===== config.mk =====
export PLATFORM = sky130hd
export DESIGN_NAME = booth_seq_ctrl
export DESIGN_NICKNAME = d
export VERILOG_FILES = /design/src/rtl/booth_pkg.sv /design/src/rtl/adder_8bit.sv /design/src/rtl/booth_seq_ctrl.sv
export SDC_FILE = /design/constraint.sdc
export NUM_CORES = 1
export LEC_CHECK = 0
export BUFFER_PORTS_ARGS = -buffer_cell sky130_fd_sc_hd__buf_2
export CAP_MARGIN = 20
export CORE_MARGIN = 2
export CORE_UTILIZATION = 47
export DETAILED_ROUTE_END_ITERATION = 10
export HOLD_SLACK_MARGIN = 0.05
export PLACE_DENSITY = 0.71
export SYNTH_ARGS = -nofsm -noshare
export SYNTH_HDL_FRONTEND = slang
export SYNTH_SLANG_ARGS = --single-unit

===== constraint.sdc =====
create_clock -name clk -period 2.8 [get_ports clk]
set_clock_uncertainty 0.15 [all_clocks]
set_input_delay 0.7 -clock clk [delete_from_list [all_inputs] [get_ports clk]]
set_output_delay 0.7 -clock clk [all_outputs]
set_load 0.01 [all_outputs]

===== src/rtl/booth_pkg.sv =====
// Shared types, width constant and Booth recoding helper for the sequential
// radix-2 Booth multiplier.
package booth_pkg;

  localparam int BOOTH_WIDTH = 8;

  typedef enum logic [1:0] {
    IDLE = 2'd0,
    RUN  = 2'd1,
    DONE = 2'd2
  } state_t;

  typedef enum logic [1:0] {
    OP_NOP = 2'd0,
    OP_ADD = 2'd1,
    OP_SUB = 2'd2
  } booth_op_t;

  // Map the {Q[0], q_1} bit pair onto the operation for this iteration.
  function automatic booth_op_t booth_decode(input logic [1:0] pair);
    booth_op_t op;
    case (pair)
      2'b10:   op = OP_SUB;
      2'b01:   op = OP_ADD;
      default: op = OP_NOP;
    endcase
    return op;
  endfunction

endpackage


===== src/rtl/adder_8bit.sv =====
// Plain 8-bit ripple adder with carry-in. It is shared by the Booth controller,
// which uses it once per iteration.
module adder_8bit (
  input  logic [7:0] a,
  input  logic [7:0] b,
  input  logic       cin,
  output logic [7:0] sum
);

  // Modulo-256 sum. The caller recovers the true sign from the overflow.
  assign sum = a + b + {7'd0, cin};

endmodule


===== src/rtl/booth_seq_ctrl.sv =====
// Sequential radix-2 Booth multiplier controller. It performs one add, subtract
// or no-op step per cycle on a shared adder and needs WIDTH cycles per product.
module booth_seq_ctrl
  import booth_pkg::*;
#(
  parameter int WIDTH = BOOTH_WIDTH
) (
  input  logic                 clk,
  input  logic                 rst,
  input  logic                 start,
  input  logic [WIDTH-1:0]     multiplicand,
  input  logic [WIDTH-1:0]     multiplier,
  output logic                 busy,
  output logic                 done,
  output logic [2*WIDTH-1:0]   product
);

  localparam int CNT_W = $clog2(WIDTH) + 1;

  if (WIDTH != BOOTH_WIDTH) begin : g_width_check
    $error("booth_seq_ctrl: WIDTH must equal the adder_8bit width");
  end

  state_t               state_r;
  logic [WIDTH-1:0]     a_r;
  logic [WIDTH-1:0]     q_r;
  logic                 q1_r;
  logic [WIDTH-1:0]     m_r;
  logic [CNT_W-1:0]     count_r;
  logic                 busy_r;
  logic                 done_r;
  logic [2*WIDTH-1:0]   product_r;

  booth_op_t            op_s;
  logic [WIDTH-1:0]     b_s;
  logic                 cin_s;
  logic [WIDTH-1:0]     sum_s;
  logic                 ovf_s;
  logic                 sign_s;
  logic [WIDTH-1:0]     a_next_s;
  logic [WIDTH-1:0]     q_next_s;

  // Select the adder operand and carry-in from the recoded bit pair.
  always_comb begin
    op_s  = booth_decode({q_r[0], q1_r});
    b_s   = {WIDTH{1'b0}};
    cin_s = 1'b0;
    case (op_s)
      OP_ADD: begin
        b_s   = m_r;
        cin_s = 1'b0;
      end
      OP_SUB: begin
        b_s   = ~m_r;
        cin_s = 1'b1;
      end
      default: begin
        b_s   = {WIDTH{1'b0}};
        cin_s = 1'b0;
      end
    endcase
  end

  adder_8bit u_adder (
    .a   (a_r),
    .b   (b_s),
    .cin (cin_s),
    .sum (sum_s)
  );

  // Shift the 9-bit true sum right. The corrected sign keeps M = -128 exact.
  always_comb begin
    ovf_s    = (a_r[WIDTH-1] == b_s[WIDTH-1]) && (sum_s[WIDTH-1] != a_r[WIDTH-1]);
    sign_s   = sum_s[WIDTH-1] ^ ovf_s;
    a_next_s = {sign_s, sum_s[WIDTH-1:1]};
    q_next_s = {sum_s[0], q_r[WIDTH-1:1]};
  end

  // Sequencing FSM that owns the datapath registers and the registered outputs.
  always_ff @(posedge clk or posedge rst) begin
    if (rst) begin
      state_r   <= IDLE;
      a_r       <= {WIDTH{1'b0}};
      q_r       <= {WIDTH{1'b0}};
      q1_r      <= 1'b0;
      m_r       <= {WIDTH{1'b0}};
      count_r   <= {CNT_W{1'b0}};
      busy_r    <= 1'b0;
      done_r    <= 1'b0;
      product_r <= {2*WIDTH{1'b0}};
    end else begin
      case (state_r)
        IDLE: begin
          done_r <= 1'b0;
          if (start) begin
            a_r     <= {WIDTH{1'b0}};
            q_r     <= multiplier;
            q1_r    <= 1'b0;
            m_r     <= multiplicand;
            count_r <= {CNT_W{1'b0}};
            busy_r  <= 1'b1;
            state_r <= RUN;
          end else begin
            busy_r  <= 1'b0;
          end
        end
        RUN: begin
          a_r     <= a_next_s;
          q_r     <= q_next_s;
          q1_r    <= q_r[0];
          count_r <= count_r + CNT_W'(1);
          if (count_r == CNT_W'(WIDTH - 1)) begin
            product_r <= {a_next_s, q_next_s};
            done_r    <= 1'b1;
            state_r   <= DONE;
          end
        end
        DONE: begin
          done_r  <= 1'b0;
          busy_r  <= 1'b0;
          state_r <= IDLE;
        end
        default: begin
          done_r  <= 1'b0;
          busy_r  <= 1'b0;
          state_r <= IDLE;
        end
      endcase
    end
  end

  assign busy    = busy_r;
  assign done    = done_r;
  assign product = product_r;

endmodule


==> results of run 1 <==
-- how the worst max path moves through the flow --
stage,start,end,slack (ps),depth (start not counted)
2_1_floorplan,q_r[0]$_DFFE_PP0P_,a_r[5]$_DFFE_PP0P_,10,12
3_3_place_gp,q1_r$_DFFE_PP0P_,a_r[5]$_DFFE_PP0P_,160,11
3_5_place_dp,q_r[0]$_DFFE_PP0P_,product[14]$_DFFE_PP0P_,100,8
4_1_cts,q_r[0]$_DFFE_PP0P_,a_r[6]$_DFFE_PP0P_,70,8
5_1_grt,q_r[0]$_DFFE_PP0P_,product[14]$_DFFE_PP0P_,-2,8
6_report,q1_r$_DFFE_PP0P_,a_r[5]$_DFFE_PP0P_,120,11
-- routing by layer --
layer | track usage, % | share of wire [%] | vias to the layer above
met4 | 3.509 | 0.45 | 0
met3 | 3.968 | 3.0 | 2
li1 | - | - | 932
met1 | 27.79 | 51 | 902
met5 | 0 | 0 | -
met2 | 28.26 | 45 | 29
-- cells in the final DEF, fill, tap and decap left out, drive strengths merged, types with 2 or more instances in the layout --
cell type and instances:
nor2 14, a21o 3, nand2 50, dfrtp 49
mux2 12, a22o 6, o21a 3, o21ai 26
xnor2 4, a31o 2, a21oi 10, clkbuf 6
nor2b 12, buf 45, inv 6, a22oi 8
nand2b 2, ha 8, fa 2
-- flip-flops by register name, summed over array words and instances (netlist names) --
register,count
busy,1
product,16
a_r,8
count_r,4
q_r,8
m_r,8
q1_r,1
state_r,2
done,1
-- cell families (layout without fill, tap and decap cells) --
logic type               count (synthesis)  after routing
buffers and inverters                   19             59
AND/OR/NAND/NOR                         84             84
AO/OA/AOI/OAI                           67             67
multiplexers                            13             13
adder cells (fa/ha/maj)                 10             10
flip-flops                              49             49
XOR/XNOR                                 4              4
-- area by class of cell --
type | count | area, um2
multi-input cells | 178 | 1136
well taps | 70 | 87.58
fillers | 459 | 2211
flip-flops and latches | 49 | 1226
repair buffers | 45 | 247.7
clock buffers | 6 | 72.57
inverters | 6 | 22.52
clock inverters | 2 | 38.79
-- metrics by stage --
step	area, um2	setup TNS [ps]	setup WS [ps]
floorplan	2439	0	10.27
global placement	2716	0	164.3
detailed placement	2716	0	96.25
CTS	2828	0	69.64
global route	2831	-1.877	-1.877
finish	2831	0	116.9
-- power by group --
group	internal [W]	leakage, nW	switching, W
Clock	0.000268	0.0554	0.000238
Sequential	0.00106	0.594	0.000269
Combinational	0.000816	0.709	0.000889
-- critical path: stages, from the launching register on --
cell and delay (ps):
dfrtp_1 420, nor2_1 110, nand2_1 60, o21ai_1 80
ha_1 280, a21oi_2 150, fa_2 250, nor2b_4 50
o31a_1 250, o21a_1 180, or3_1 320, a32o_1 260
-- repair_timing --
action,in CTS,in global routing
endpoints found under the hold margin,0,0
endpoints found under the setup margin,0,3
gates resized for setup,0,2
==> reports/metrics.cfg, run 1 <==
[outcome]
status=complete, no violations

[clock_network]
numCtsBuffers=5
cts_sinks=49
htreeDepth=2
insertion_delay_ps=300
cts_tree=done
cts-hold-fix-buffers=0
post-cts-setup-buffers=0
clk_path_buf_depth=2
root_buffer=clkbuf_8
clkTransAtPathRegs_ps=90

[timing]
slew_headroom_pct=62.14
post-route-period-util_pct=95.82
fin_crit_ps=2683
max_freq_mhz=372.7
rsz0062_at_grt=yes
worst_pin_slew_ps=566.8
setup_viol=0
finalHoldViolations=0
whs_ps=157.4
slew_violations=0

[power_and_ir_drop]
total_power_w=0.003545
power_leakage_nw=1.358
power_density_nw_per_um2=1252
peakVddDrop_uv=551.1

[floorplan]
start_util_pct=48.16
num_rows=26
io_pins=37
die-area_um2=5759
core_region_area_um2=5042
die_x_um=75.89
fp.dieH_um=75.89

[finish]
layout-drive-gt1-share_pct=25.17
post-route-util_pct=56.15
instances_no_fill=356
area_growth_pct=16.59
antenna_cells=0
layout.nets=314

[placed_design]
post-place-cells=348
hpwl_um=3570
globalplace.congestion=0.8660
portBuffers=36

[detailed_routing]
post-route-drc-count=0
first_pass_iters=5
wl_per_cell_um=13.77
via_count=1865
viasPerCell=5.239
wl_um=4901
postRouteAntennaNets=0
drt_iter0_markers=112

[worst_setup_path]
path_max_fanout=4
crit_type=reg2reg
crit_path_start_kind=flop
required_ps=2840
r2r_setup_slack_ps=120
arrival_ps=2720
r2r.worst_path.cells=11
reg2reg_from=q1_r$_DFFE_PP0P_
worstSetupEndpointType=flop
r2r-end=a_r[5]$_DFFE_PP0P_

[synth]
synthFlopType=dfrtp_1
synth.avg_cell_area_um2=9.872
synth_top_area_cell=dfrtp_1
yosysSeqAreaShare_pct=50.49
syn_nets=275
synth-compound-area-share_pct=17.62
yosys.cell_count.top_type=nand2_1
synth.top_cells.by_area=dfrtp_1 (50%), nand2_1 (7.7%), mux2_2 (5.6%)
ys_ff_latch=49
synth_edf_count=0
yosysUniqueCellTypes=38
syn_inst=246
yosys_warnings=0
synthSimpleGateAreaFrac_pct=15.56
synth_top_area_share_pct=50.49
synth_adder_area_share_pct=5.770
syn-cell-area_um2=2429
synth_top_family_by_area=compound AO/OA/AOI/OAI gates
muxShareOfSynthArea_pct=5.976
ys_async_sr_fraction_pct=100.0
synth_xor_area_share_pct=1.443
synth_commonest_cells=nand2_1 (50), dfrtp_1 (49), o21ai_0 (26)

[flow_run]
drv_cap=0

[global_route]
gr-total-overflow=0
grt_pass1_vias=1658
antenna_found_initial=0
grt_max_degree=23
grtUsageTotal_pct=18.59
grt_pass1_wl_um=8073

[hold_path]
hold_class=in2async

Note: power is estimated with default switching activity, not from simulation.
==> inputs of run 2 (changes only) <==
--- a/config.mk
+++ b/config.mk
@@ -10,6 +10,7 @@
 export CORE_MARGIN = 2
 export CORE_UTILIZATION = 47
 export DETAILED_ROUTE_END_ITERATION = 10
+export GPL_TIMING_DRIVEN = 0
 export HOLD_SLACK_MARGIN = 0.05
 export PLACE_DENSITY = 0.71
 export SYNTH_ARGS = -nofsm -noshare
==> run 2 against run 1 <==
Non-clock buffer count increased by 19. First-iteration DRC count decreased by 23%. Combinational power increased by 25%. Utilization increased by 4.9 points. Worst hold slack improved by 78 ps. Cell area increased by 8.8%. Critical path depth increased by 1. Critical path type unchanged. Sequential power about the same. Total power increased by 15%. Largest power group unchanged. Clock-buffer cell count decreased by 1. Fmax decreased by 2.8%. Die area unchanged.
==> reports/metrics.cfg, run 2 (synthesis results as in run 1) <==
[timing]
slew_violations=0  ; unchanged
post-route-period-util_pct=98.55  ; +2.7 points
whs_ps=235.3  ; +77.92 ps
fin_crit_ps=2759  ; +76.19 ps
worst_pin_slew_ps=535.1  ; -31.65 ps
max_freq_mhz=362.4  ; -2.8%
rsz0062_at_grt=yes
finalHoldViolations=0  ; unchanged
worst_slack_ps=40.74  ; -76.19 ps
slew_headroom_pct=64.32  ; +2.2 points
setup_viol=0  ; unchanged

[worst_setup_path]
crit_buf_inv=2  ; +2
path_max_fanout=8  ; +4
crit_path_start_kind=flop
max_stage_delay_ps=370  ; -50 ps
crit_type=reg2reg
path_delay_family=compound AO/OA/AOI/OAI gates
crit_slowest_cell=or3_4
worstSetupEndpointType=flop
required_ps=2850  ; about the same
arrival_ps=2810  ; +90 ps
path_cells=buf_6, buf_8, nand2_4, o21ai_4, ha_4, a21oi_4, fa_2, nor2b_4, o31a_1, o21a_1, or3_4, a32o_1

[detailed_routing]
wl_um=5728  ; +17%
first_pass_iters=4  ; -1
wl_met2_um=2824  ; +27%
routed.top_layer=met4
postRouteAntennaNets=0  ; unchanged
met3_length_um=221  ; +51%
drt_iter0_markers=86  ; -23%
wl_per_cell_um=15.27  ; +11%
via_count=1999  ; +7.2%
wl_met1_um=2546  ; +1.6%
post-route-drc-count=0  ; unchanged
viasPerCell=5.331  ; +1.8%

[placed_design]
dp_slack_ps=-276.9  ; -373.2 ps
hpwl_um=3704  ; +3.7%
portBuffers=36  ; unchanged
place_area_um2=2726  ; +0.37%
globalplace.congestion=0.8389  ; -3.1%

[finish]
stdcell_area_um2=3080  ; +8.8%
multi_input_area_um2=1205  ; +6.1%
antenna_cells=0  ; unchanged
final_common_cell=dfrtp_1
ff_latch_area_um2=1226  ; unchanged
post-route-util_pct=61.09  ; +4.9 points
final_cell_mix=dfrtp_1 (49), nand2_1 (48), buf_2 (39)
layout-drive-gt1-share_pct=30.82  ; +5.6 points
layout.nets=333  ; +6.1%
nFillCells=428  ; -6.8%
area_growth_pct=26.84
largest_reg_flops=16  ; unchanged

[clock_network]
cts-hold-fix-buffers=0  ; unchanged
insertion_delay_ps=300  ; about the same
root_buffer=clkbuf_8
clkTransAtPathRegs_ps=90  ; about the same
htreeDepth=2  ; unchanged
clk_path_buf_depth=2  ; unchanged
numCtsBuffers=5  ; unchanged
cts_tree=done
cts_sinks=49  ; unchanged

[floorplan]
die_x_um=75.89  ; unchanged
core_region_area_um2=5042  ; unchanged
io_pins=37  ; unchanged
fp.dieH_um=75.89  ; unchanged
num_rows=26  ; unchanged
start_util_pct=48.16  ; unchanged
die-area_um2=5759  ; unchanged

[global_route]
gr-total-overflow=0  ; unchanged
antenna_found_initial=0  ; unchanged
grt_max_degree=31  ; +35%
grt_pass1_wl_um=9045  ; +12%
grtUsageTotal_pct=21.00  ; +2.4 points
grt_pass1_vias=1902  ; +15%

[outcome]
status=complete, no violations

[hold_path]
hold_class=in2async

[power_and_ir_drop]
power_density_nw_per_um2=1319  ; +5.4%
power_leakage_nw=1.476  ; +8.6%
peakVddDrop_uv=733.1  ; +33%

[flow_run]
drv_cap=0  ; unchanged

-- run 2: cell types whose count changed in the layout (fill, tap and decap cells not counted), moves of 2 or more --
cell / change
o21ai_1: +2
nand2_4: +2
a21oi_2: -2
nand2_1: -2
buf_2: +3
o21ai_0: -3
a21oi_4: +2
clkbuf_1: +4
buf_4: +6
-- run 2: path summary, 6_finish.rpt --
path	start	to	slack (ps)	cells after the start
setup / recovery	q1_r$_DFFE_PP0P_	a_r[5]$_DFFE_PP0P_	40	12
hold / removal	rst	product[2]$_DFFE_PP0P_	240	2
setup reg to reg	q1_r$_DFFE_PP0P_	a_r[5]$_DFFE_PP0P_	40	12
hold reg to reg	product[11]$_DFFE_PP0P_	product[11]$_DFFE_PP0P_	320	2
max in group asynchronous	rst	a_r[0]$_DFFE_PP0P_	1750	3
min in group clk	product[11]$_DFFE_PP0P_	product[11]$_DFFE_PP0P_	320	2
-- run 2: final cells by class --
type	instances	share of cell area (%)
well taps	70	2.843
plain buffers	12	2.884
flip-flops and latches	49	39.81
multi-input cells	178	39.11
inverters	6	0.7311
repair buffers	52	10.15
clock inverters	3	2.234
clock buffers	5	2.234
-- run 2: through the flow --
| stage | power, W | std cells | setup TNS (ps) |
|---|---|---|---|
| 4_1_cts | 0.003820 | 368 | -260.4 |
| 3_5_place_dp | 0.003039 | 353 | -851.5 |
| 5_1_grt | 0.004409 | 375 | -89.83 |
| 2_1_floorplan | 0.002554 | 246 | 0 |
| 3_3_place_gp | 0.002969 | 352 | -617.5 |
| 6_report | 0.004065 | 375 | 0 |
-- run 2: power breakdown --
part / switching [W] / leakage (nW) / internal [W]
sequential: 0.000257 / 0.594 / 0.00106
clock: 0.000242 / 0.0687 / 0.000359
combinational: 0.00108 / 0.812 / 0.00106
total: 0.00158 / 1.48 / 0.00249
-- run 2: per-layer routing --
| layer | vias up | global-route usage, % |
|---|---|---|
| li1 | 972 | - |
| met3 | 12 | 3.439 |
| met1 | 968 | 29.73 |
| met4 | 0 | 6.628 |
| met5 | - | 0 |
| met2 | 47 | 33.14 |
-- run 2: timing repair --
| item | in CTS | in global routing |
|---|---|---|
| endpoints found under the setup margin | 4 | 4 |
| cloned | 0 | 0 |
| buffers inserted | 7 | 8 |
| pin swaps | 8 | 8 |
| gates resized for setup | 16 | 12 |
==> inputs of run 3 (changes only) <==
--- a/config.mk
+++ b/config.mk
@@ -5,6 +5,7 @@
 export SDC_FILE = /design/constraint.sdc
 export NUM_CORES = 1
 export LEC_CHECK = 0
+export ABC_AREA = 1
 export BUFFER_PORTS_ARGS = -buffer_cell sky130_fd_sc_hd__buf_2
 export CAP_MARGIN = 20
 export CORE_MARGIN = 2
@@ -12,7 +13,8 @@
 export DETAILED_ROUTE_END_ITERATION = 10
 export GPL_TIMING_DRIVEN = 0
 export HOLD_SLACK_MARGIN = 0.05
-export PLACE_DENSITY = 0.71
+export PLACE_DENSITY = 0.68
+export SLEW_MARGIN = 20
 export SYNTH_ARGS = -nofsm -noshare
 export SYNTH_HDL_FRONTEND = slang
 export SYNTH_SLANG_ARGS = --single-unit
==> constraint.sdc (replaced) <==
create_clock -name clk -period 3.11 [get_ports clk]
set_clock_uncertainty 0.15 [all_clocks]
set_input_delay 0.7775 -clock clk [delete_from_list [all_inputs] [get_ports clk]]
set_output_delay 0.7775 -clock clk [all_outputs]
set_load 0.01 [all_outputs]
==> run 3 against run 2 <==
Synthesized area up 2.1%. Register-to-register slack better by 280 ps. Worst hold slack gained 43 ps. Routed wire length down 18%. Sequential share of layout area increased by 2.7 points. Critical path type unchanged. Largest cell class unchanged.
==> reports/metrics.cfg, run 3 <==
[worst_setup_path]
crit_type=reg2reg
crit_path_start_kind=flop
path_max_fanout=9  ; +1
critPathMostFrequentCell=nand2_1
arrival_ps=2870  ; +60 ps
required_ps=3190  ; +340 ps
r2r_setup_slack_ps=320  ; +280 ps
path_delay_family=adder cells
crit_slowest_cell=fa_1
max_stage_delay_ps=460  ; +90 ps
worstSetupEndpointType=flop
path_cells=inv_1, nand2_1, o21ai_0, ha_1, a21oi_1, nand2_1, nand2_1, nand2_1, inv_1, fa_1, o21ai_0
crit_buf_inv=2  ; unchanged

[detailed_routing]
drt_iter0_markers=54  ; -37%
via_count=1845  ; -7.7%
postRouteAntennaNets=0  ; unchanged
viasPerCell=4.907  ; -7.9%
wl_um=4703  ; -18%
first_pass_iters=4  ; unchanged
post-route-drc-count=0  ; unchanged
wl_per_cell_um=12.51  ; -18%

[finish]
post-route-util_pct=56.44  ; -4.6 points
layout.nets=334  ; +0.30%
layout-drive-gt1-share_pct=26.80  ; -4.0 points
final_cell_mix=nand2_1 (68), dfrtp_1 (49), buf_2 (37)
largest_reg_flops=16  ; unchanged
final_common_cell=nand2_1
stdcell_area_um2=2883  ; -6.4%
antenna_cells=0  ; unchanged
area_growth_pct=16.25
nFillCells=482  ; +13%

[global_route]
gr-total-overflow=0  ; unchanged
grt_pass1_vias=1812  ; -4.7%
grt_max_degree=35  ; +13%
grtUsageTotal_pct=18.06  ; -2.9 points
grt_pass1_wl_um=8404  ; -7.1%
antenna_found_initial=0  ; unchanged

[synth]
syn_inst=262  ; +6.5%
synth_top_area_cell=dfrtp_1
synth.avg_cell_area_um2=9.465  ; -4.1%
synthFlopType=dfrtp_1
ys_ff_latch=49  ; unchanged
syn_nets=291  ; +5.8%
yosys.cell_count.top_type=nand2_1
synth_commonest_cells=nand2_1 (68), dfrtp_1 (49), inv_1 (26)
syn-cell-area_um2=2480  ; +2.1%
yosysUniqueCellTypes=35  ; -7.9%
ys_async_sr_fraction_pct=100.0  ; unchanged
synth_top_area_share_pct=49.45  ; -1.0 points
yosysSeqAreaShare_pct=49.45  ; -1.0 points
synth_edf_count=0  ; unchanged
synth.top_cells.by_area=dfrtp_1 (49%), nand2_1 (10%), ha_1 (4.0%)
yosys_warnings=0  ; unchanged

[timing]
setup_viol=0  ; unchanged
rsz0062_at_grt=no
slew_headroom_pct=70.97  ; +6.6 points
worst_pin_slew_ps=435.5  ; -99.63 ps
slew_violations=0  ; unchanged
finalHoldViolations=0  ; unchanged
setup_tns_ps=0  ; unchanged
post-route-period-util_pct=89.74  ; -8.8 points
fin_crit_ps=2791  ; +31.73 ps
max_freq_mhz=358.3  ; -1.1%
worst_slack_ps=319.0  ; +278.3 ps

[floorplan]
fp.dieH_um=76.64  ; +0.99%
core_region_area_um2=5107  ; +1.3%
io_pins=37  ; unchanged
die-area_um2=5874  ; +2.0%
die_x_um=76.64  ; +0.99%
start_util_pct=48.55  ; +0.39 points
num_rows=26  ; unchanged

[placed_design]
hpwl_um=3506  ; -5.3%
dp_slack_ps=237.6  ; +514.5 ps
portBuffers=35  ; -2.8%
globalplace.congestion=0.8287  ; -1.2%
place_area_um2=2763  ; +1.3%

[clock_network]
post-cts-setup-buffers=0  ; -7
root_buffer=clkbuf_8
numCtsBuffers=5  ; unchanged
cts_sinks=49  ; unchanged
clkTransAtPathRegs_ps=90  ; about the same
insertion_delay_ps=310  ; about the same
htreeDepth=2  ; unchanged
cts_tree=done
clk_path_buf_depth=2  ; unchanged

[power_and_ir_drop]
power_density_nw_per_um2=1128  ; -15%
peakVddDrop_uv=417.5  ; -43%
power_leakage_nw=1.474  ; -0.13%

[outcome]
status=complete, no violations

[flow_run]
drv_cap=0  ; unchanged

[hold_path]
hold_class=in2async

-- run 3: changes by cell type in the layout (fill, tap and decap cells not counted), moves of 5 or more --
cell      delta
a22o_1       -5
o21ai_2     +10
inv_1       +20
a22oi_1      -7
nand2_1     +20
buf_4       -15
nand3_1      +9
mux2_4       +5
o221ai_1     +8
o21ai_0      -7
mux2_2      -10
nor2b_1     -10
nand2_2      +6
nand4_1      +8
-- run 3: final cells by class --
class	count	area, um2	area share [%]
repair buffers	36	195.2	6.771
plain buffers	7	51.30	1.780
clock buffers	6	82.58	2.865
well taps	70	87.58	3.038
clock inverters	2	37.54	1.302
flip-flops and latches	49	1226	42.53
multi-input cells	175	1084	37.59
inverters	31	118.9	4.123
-- run 3: metal layers --
metal | GRT usage (%) | vias up | routed length, um
met5 | 0 | - | 0
met4 | 6.545 | 0 | 62
met3 | 3.673 | 8 | 170
met2 | 29.38 | 34 | 2102
met1 | 23.98 | 851 | 2367
li1 | - | 952 | -
-- run 3: final timing paths --
kind,end,cells past startpoint,start
setup reg to reg,a_r[6]$_DFFE_PP0P_,11,q1_r$_DFFE_PP0P_
hold / removal,product[12]$_DFFE_PP0P_,2,rst
max in group asynchronous,m_r[1]$_DFFE_PP0P_,3,rst
setup / recovery,a_r[6]$_DFFE_PP0P_,11,q1_r$_DFFE_PP0P_
hold reg to reg,product[4]$_DFFE_PP0P_,2,product[4]$_DFFE_PP0P_
min in group clk,product[4]$_DFFE_PP0P_,2,product[4]$_DFFE_PP0P_
-- run 3: timing repair --
item | in CTS | in global routing
hold buffers | 0 | 0
resized for setup | 0 | 1
setup endpoints to repair | 0 | 1
-- run 3: power by group --
part | internal, W | leakage, nW | total (W) | switching (W)
Clock | 0.000261 | 0.0574 | 0.000476 | 0.000215
Sequential | 0.000952 | 0.598 | 0.00113 | 0.000178
Combinational | 0.000677 | 0.819 | 0.00164 | 0.000967
Total | 0.00189 | 1.47 | 0.00325 | 0.00136
-- run 3: logic make-up (layout without fill, tap and decap cells) --
group / after synthesis / in the layout / share of synthesized area, %
simple gates: 110 / 110 / 20.69
flops: 49 / 49 / 49.45
compound gates: 44 / 44 / 12.01
buf+inv: 38 / 82 / 6.861
fa+ha+maj: 10 / 10 / 5.651
mux: 7 / 7 / 3.935
xor+xnor: 4 / 4 / 1.413
-- run 3: per-stage QoR --
step,power (W),std cells,hold slack [ps]
global placement,0.002745,367,309.3
floorplan,0.002361,262,305.5
CTS,0.003279,376,286.4
finish,0.003251,376,278.6
global route,0.003570,376,312.1
detailed placement,0.002800,368,312.9
-- run 3: worst reg2reg max path: stages, from the launching register on --
cell and delay (ps):
dfrtp_1 370, inv_1 120, nand2_1 220, o21ai_0 310, ha_1 350, a21oi_1 210
nand2_1 130, nand2_1 70, nand2_1 60, inv_1 70, fa_1 460, o21ai_0 180
